<file path="src/rtl/interrupt_controller.sv">
// Four-source edge-triggered interrupt controller with fixed priority and an ack/done handshake.
// Optional preemption with a 3-entry level stack when INTC_NESTING_EN is defined.
module interrupt_controller #(
    parameter int NSRC = 4
) (
    input  logic        CLK,
    input  logic        Reset,
    input  logic        int0,
    input  logic        int1,
    input  logic        int2,
    input  logic        int3,
    input  logic        intWrite,
    input  logic [15:0] intDataIn,
    input  logic        intAck,
    input  logic        intDone,
    output logic        intr,
    output logic        intLvl1,
    output logic        intLvl0,
    output logic [15:0] intDataOut
);

    typedef enum logic [1:0] {IDLE, REQ, SERVICE} state_t;

    state_t            state_q, state_d;
    logic [NSRC-1:0]   prev_q, pend_q, pend_d, en_q;
    logic              gie_q;
    logic [1:0]        lvl_q, lvl_d;
    logic [15:0]       dout_q;
    logic [NSRC-1:0]   irq, rise, elig;
    logic [1:0]        win;
    logic              any_elig, ack_clr, nested;

    logic unused_din;
    assign unused_din = ^{intDataIn[15:12], intDataIn[7:5]};

    assign irq      = {int3, int2, int1, int0};
    assign rise     = irq & ~prev_q;
    assign elig     = pend_q & en_q & {NSRC{gie_q}};
    assign any_elig = |elig;

    // Lowest eligible index wins
    always_comb begin
        win = 2'd0;
        for (int i = NSRC - 1; i >= 0; i--) begin
            if (elig[i]) win = 2'(i);
        end
    end

`ifdef INTC_NESTING_EN
    logic [1:0] stk_q [3];
    logic [1:0] sp_q;
    logic [1:0] sp_m1;
    logic       push, pop;

    assign sp_m1  = sp_q - 2'd1;
    assign nested = (sp_q != 2'd0);

    always_ff @(posedge CLK or negedge Reset) begin
        if (!Reset) begin
            sp_q <= 2'd0;
            for (int i = 0; i < 3; i++) stk_q[i] <= 2'd0;
        end else if (push) begin
            stk_q[sp_q] <= lvl_q;
            sp_q        <= sp_q + 2'd1;
        end else if (pop) begin
            sp_q <= sp_m1;
        end
    end
`else
    assign nested = 1'b0;
`endif

    always_comb begin
        state_d = state_q;
        lvl_d   = lvl_q;
        ack_clr = 1'b0;
`ifdef INTC_NESTING_EN
        push    = 1'b0;
        pop     = 1'b0;
`endif
        case (state_q)
            IDLE: begin
                if (any_elig) begin
                    lvl_d   = win;
                    state_d = REQ;
                end
            end
            REQ: begin
                if (intAck) begin
                    ack_clr = 1'b1;
                    state_d = SERVICE;
                end else if (!elig[lvl_q]) begin
                    // A withdrawn preempting request falls back to the interrupted level
`ifdef INTC_NESTING_EN
                    if (nested) begin
                        pop     = 1'b1;
                        lvl_d   = stk_q[sp_m1];
                        state_d = SERVICE;
                    end else begin
                        lvl_d   = 2'd0;
                        state_d = IDLE;
                    end
`else
                    lvl_d   = 2'd0;
                    state_d = IDLE;
`endif
                end
            end
            SERVICE: begin
                if (intDone) begin
`ifdef INTC_NESTING_EN
                    if (nested) begin
                        pop     = 1'b1;
                        lvl_d   = stk_q[sp_m1];
                    end else begin
                        lvl_d   = 2'd0;
                        state_d = IDLE;
                    end
`else
                    lvl_d   = 2'd0;
                    state_d = IDLE;
`endif
                end
`ifdef INTC_NESTING_EN
                else if (any_elig && (win < lvl_q)) begin
                    push    = 1'b1;
                    lvl_d   = win;
                    state_d = REQ;
                end
`endif
            end
            default: begin
                lvl_d   = 2'd0;
                state_d = IDLE;
            end
        endcase
    end

    // Clears first, then new edges, so a same-cycle set wins
    always_comb begin
        pend_d = pend_q;
        if (intWrite) pend_d = pend_d & ~intDataIn[11:8];
        if (ack_clr)  pend_d[lvl_q] = 1'b0;
        pend_d = pend_d | rise;
    end

    always_ff @(posedge CLK or negedge Reset) begin
        if (!Reset) begin
            state_q <= IDLE;
            lvl_q   <= 2'd0;
            prev_q  <= '0;
            pend_q  <= '0;
            en_q    <= '0;
            gie_q   <= 1'b0;
            dout_q  <= 16'h0000;
        end else begin
            state_q <= state_d;
            lvl_q   <= lvl_d;
            prev_q  <= irq;
            pend_q  <= pend_d;
            if (intWrite) begin
                en_q  <= intDataIn[3:0];
                gie_q <= intDataIn[4];
            end
            dout_q  <= {nested, (state_q == SERVICE), lvl_q, pend_q, 3'b000, gie_q, en_q};
        end
    end

    assign intr       = (state_q == REQ);
    assign intLvl1    = lvl_q[1];
    assign intLvl0    = lvl_q[0];
    assign intDataOut = dout_q;

endmodule

</file>
<file path="config.mk">
export PLATFORM = sky130hd
export DESIGN_NAME = interrupt_controller
export DESIGN_NICKNAME = d
export VERILOG_FILES = /design/src/rtl/interrupt_controller.sv
export SDC_FILE = /design/constraint.sdc
export NUM_CORES = 1
export LEC_CHECK = 0
export ABC_CLOCK_PERIOD_IN_PS = 1850
export BUFFER_PORTS_ARGS = -buffer_cell sky130_fd_sc_hd__buf_2
export CAP_MARGIN = 20
export CORE_MARGIN = 8
export CORE_UTILIZATION = 28
export CTS_BUF_LIST = sky130_fd_sc_hd__clkbuf_4
export CTS_CLUSTER_DIAMETER = 200
export DETAILED_ROUTE_END_ITERATION = 8
export GPL_ROUTABILITY_DRIVEN = 0
export PLACE_DENSITY_LB_ADDON = 0.15
export SLEW_MARGIN = 5
export SYNTH_ARGS = -nofsm -noshare
export SYNTH_HDL_FRONTEND = slang
export SYNTH_SLANG_ARGS = --single-unit
</file>
<file path="constraint.sdc">
create_clock -name CLK -period 1.85 [get_ports CLK]
set_clock_uncertainty 0.2 [all_clocks]
set_input_delay 0.555 -clock CLK [delete_from_list [all_inputs] [get_ports CLK]]
set_output_delay 0.555 -clock CLK [all_outputs]
set_load 0.005 [all_outputs]
</file>
* Yosys cells after proc, flatten, opt, wreduce, memory -nomap -nowiden *
Index checks and enable logic that the tools add are counted.

operators by class
  magnitude comparators = 2
  equality and inequality tests = 7
  multiplexer cells = 20
  bitwise gates (word level) = 9
  reductions and logical operators = 5

operators with widths
  cell                number
  $and 4x4->4         5
  $mux 2              10
  $not 4->4           3
  $pmux 2 s3          2
  $mux 4              2
  $ne 2x2->1 const B  4
  $mux 1              4
  $or 4x4->4          1
  $reduce_and 4->1    1
  $reduce_or 4->1     1
  $lt 2x3->1 const B  1
  $ne 3x3->1 const B  1
  $reduce_and 3->1    1
  $bmux 1 s2          1
  $demux 1 s2         1
  $eq 2x1->1 const B  1
  $eq 2x2->1 const B  1
  $ge 2x1->1 const B  1
  $logic_not 2->1     1
  $logic_and 1x1->1   1

storage, ports and cells
  flip-flop bits (word level) = 29

* Logic depth before layout (Yosys ltp) *
  depth in word-level cells = 8
  mapped depth = 4
  depth with buffers taken out = 4

* Worst setup path before layout *
OpenSTA, ideal clock, no wires.

  path type = reg2out
  from = register state_q[1]
  to = output intr
  arrival = 641 ps
  path slack = 454 ps
  stages on the path, launching flop included = 2
  path buffers = 0
  cell sequence = dfrtp_1 -> and2b_4

on the way
  word-level cells in the longest chain between the ends = 1

RTL lines
  element                 line  RTL
  start, declared         24    state_t state_q, state_d;
  start signal, assigned  157   state_q <= state_d;
  $eq 2x1->1              169   assign intr = (state_q == REQ);
  end, declared           16    output logic intr,

Every way passes these cells.

* Final worst setup path *
Ends and elaborated chain as after synthesis.

==> impl_metrics.ini <==
[status]
status = completed

[final_layout]
layout-drive-gt1-share = 0.411
stdcell_area_um2 = 1410
synthToLayoutAreaGrowth_pct = 28.5
final_common_cell = buf_2
final_cell_mix = buf_2, dfrtp_1, nand2_1
final_nets = 154
antennaDiodeCount = 0

[sta]
fin_ws_ps = 49.9
final_max_slew_viol_count = 0
fin_tns_setup_ps = 0
fin_crit_sh = 0.973
period_needed_ps = 1800
setup_viol = 0
hold_viol_final = 0
max_freq_mhz = 556

[floorplan]
dieHeight_um = 78.6
core_area_um2 = 3720
rows = 22
die_w_um = 78.6
start_util = 0.295
dieArea_um2 = 6180
ios = 44

[drt]
vias = 787
first_pass_iters = 4
drc = 0
ant_nets = 0
routed_via_density = 4.45
dr.first_iter.drc_count = 16
wl_um = 2410
avgRoutedWirePerCell_um = 13.6

[worst_setup_path]
cp_max_fo = 2
endpoint = intr
timing.rr.start = state_q[1]$_DFFE_PN0P_
ff2ff_setup_slack_ps = 230
cpPeakStageDelay_ps = 380
start_kind = flop
rr_endpoint = pend_q[0]$_DFF_PN0_
path_buf_inv = 1
worstPathArrival_ps = 1050
r2r_cells = 4
crit_path_end_kind = primary output
path_class = reg -> out
crit_start = state_q[1]$_DFFE_PN0P_
cp_num_cells = 2
worstPathCellList = and2b_4 -> buf_6
cp.required_ps = 1090
cp_top_family = flip-flops
crit_slowest_cell = dfrtp_1

[power]
cellLeakagePower_nw = 0.677
switching_share = 0.308
internal_power_mw = 1.17
power_mw = 1.69
p_clk_frac = 0.205
vdd_ir_drop_max_v = 0.000286
power_density_nw_per_um2 = 1200
combinationalPowerShare = 0.287
p_seq_frac = 0.508
power.switching_mw = 0.520

[placed_design]
post-place-ws_ps = 179
port_buffers = 32
dpl_cell_area_um2 = 1310
dpl.hpwl_um = 1880

[cts]
clkSlewWorstSetupHoldPaths_ps = 80
cts_buffer_depth = 2
cts-buffers-inserted = 5
cts_sinks = 29
clock_latency_ps = 320
tritoncts = built
cts-htree-levels = 2
cts-root-buf = clkbuf_4

[global_route]
grt_pass1_wl_um = 3930
grt_max_degree = 16
grt.overflow.total = 0
track_usage = 0.0819
grt_pass1_vias = 858
antenna_found_initial = 0

[worst_hold_path]
hold_path_class = in -> reg
hold_depth = 1

[synthesis]
avgSynthCellArea_um2 = 12.8
yosys_warnings = 0
syn_inst = 86
synthesis.area_um2 = 1100
synth_cell_types = 27
yosysSeqAreaShare = 0.661
synth_seq_cells = 29

[run]
drv_cap = 0
## sequential cells by signal, indices dropped and copies added, names as in the netlist
| name | flops |
|---|---|
| pend_q | 4 |
| intDataOut | 12 |
| en_q | 4 |
| state_q | 2 |
| gie_q | 1 |
| prev_q | 4 |
| lvl_q | 2 |
## layout make-up
cell class,count,area (um2)
well taps,48,60.1
fillers,394,2310
multi-input cells,48,322
inverters,7,26.3
flip-flops and latches,29,727
clock buffers,6,45.0
repair buffers,38,226
clock inverters,1,3.75
## worst register-to-register path: stages (launching register included)
cell,delay (ps)
dfrtp_1,380
buf_4,150
nand3b_1,240
o311ai_0,350
o21ai_0,150
## cells in the mapped netlist, drive strengths merged
cell type	instances	share of area
o22ai	1	0.0057
nor3	1	0.0046
a311oi	1	0.014
a31oi	2	0.017
nor2	1	0.0034
nand3b	2	0.014
o311ai	3	0.024
conb	1	0.0034
nand3	4	0.018
o31ai	1	0.0068
and2	1	0.0080
o21ai	4	0.018
mux2	5	0.051
nand4b	1	0.0080
a21boi	1	0.0068
a21oi	1	0.0046
buf	5	0.032
nand2b	1	0.0057
dfrtp	29	0.66
and2b	1	0.0091
a32o	1	0.0091
o211ai	3	0.021
inv	7	0.024
nand2	9	0.031
## worst min-delay path by stage
stage | startpoint | endpoint | slack (ps)
floorplan | Reset | en_q[0]$_DFFE_PN0P_ | 60
global placement | pend_q[2]$_DFF_PN0_ | intDataOut[10]$_DFF_PN0_ | 190
detailed placement | pend_q[2]$_DFF_PN0_ | intDataOut[10]$_DFF_PN0_ | 180
CTS | int2 | prev_q[2]$_DFF_PN0_ | 140
global route | int3 | prev_q[3]$_DFF_PN0_ | 130
finish | int2 | prev_q[2]$_DFF_PN0_ | 150
## cell families (layout without fill, tap and decap cells)
| family | after synthesis | count (layout) | share of synthesized area |
|---|---|---|---|
| buf+inv | 12 | 52 | 0.0559 |
| flops | 29 | 29 | 0.661 |
| mux | 5 | 5 | 0.0513 |
| compound gates | 18 | 18 | 0.127 |
| simple gates | 21 | 21 | 0.101 |
| other cells | 1 | 4 | 0.00342 |
## repair_timing
| item | CTS | global route |
|---|---|---|
| endpoints found under the setup margin | 1 | 1 |
| buffers inserted | 1 | 3 |
| hold endpoints to repair | 14 | 0 |
| hold buffers | 1 | 0 |
| gates resized for setup | 0 | 2 |
| cloned | 0 | 0 |
## power groups by stage
stage	clock [mW]	sequential, mW	combinational (mW)
floorplan	0	0.864	0.228
global placement	0	0.875	0.394
detailed placement	0	0.881	0.402
CTS	0.365	0.860	0.427
global route	0.392	0.876	0.543
finish	0.346	0.858	0.485
## metal layers
metal	vias to the layer above	wire, um	GRT usage
met4	0	83	0.0722
met5	-	0	0
met1	379	925	0.0735
met2	23	1210	0.138
li1	378	-	-
met3	7	183	0.0353
## metrics by stage
stage,util,hold WS (ps),cells
after floorplan,-,59.4,89
final,0.379,150,177
after CTS,0.371,136,174
after global routing,0.379,133,177
after global placement,0.354,187,165
after detailed placement,0.354,184,165
Power figures use the tool's default switching activity.
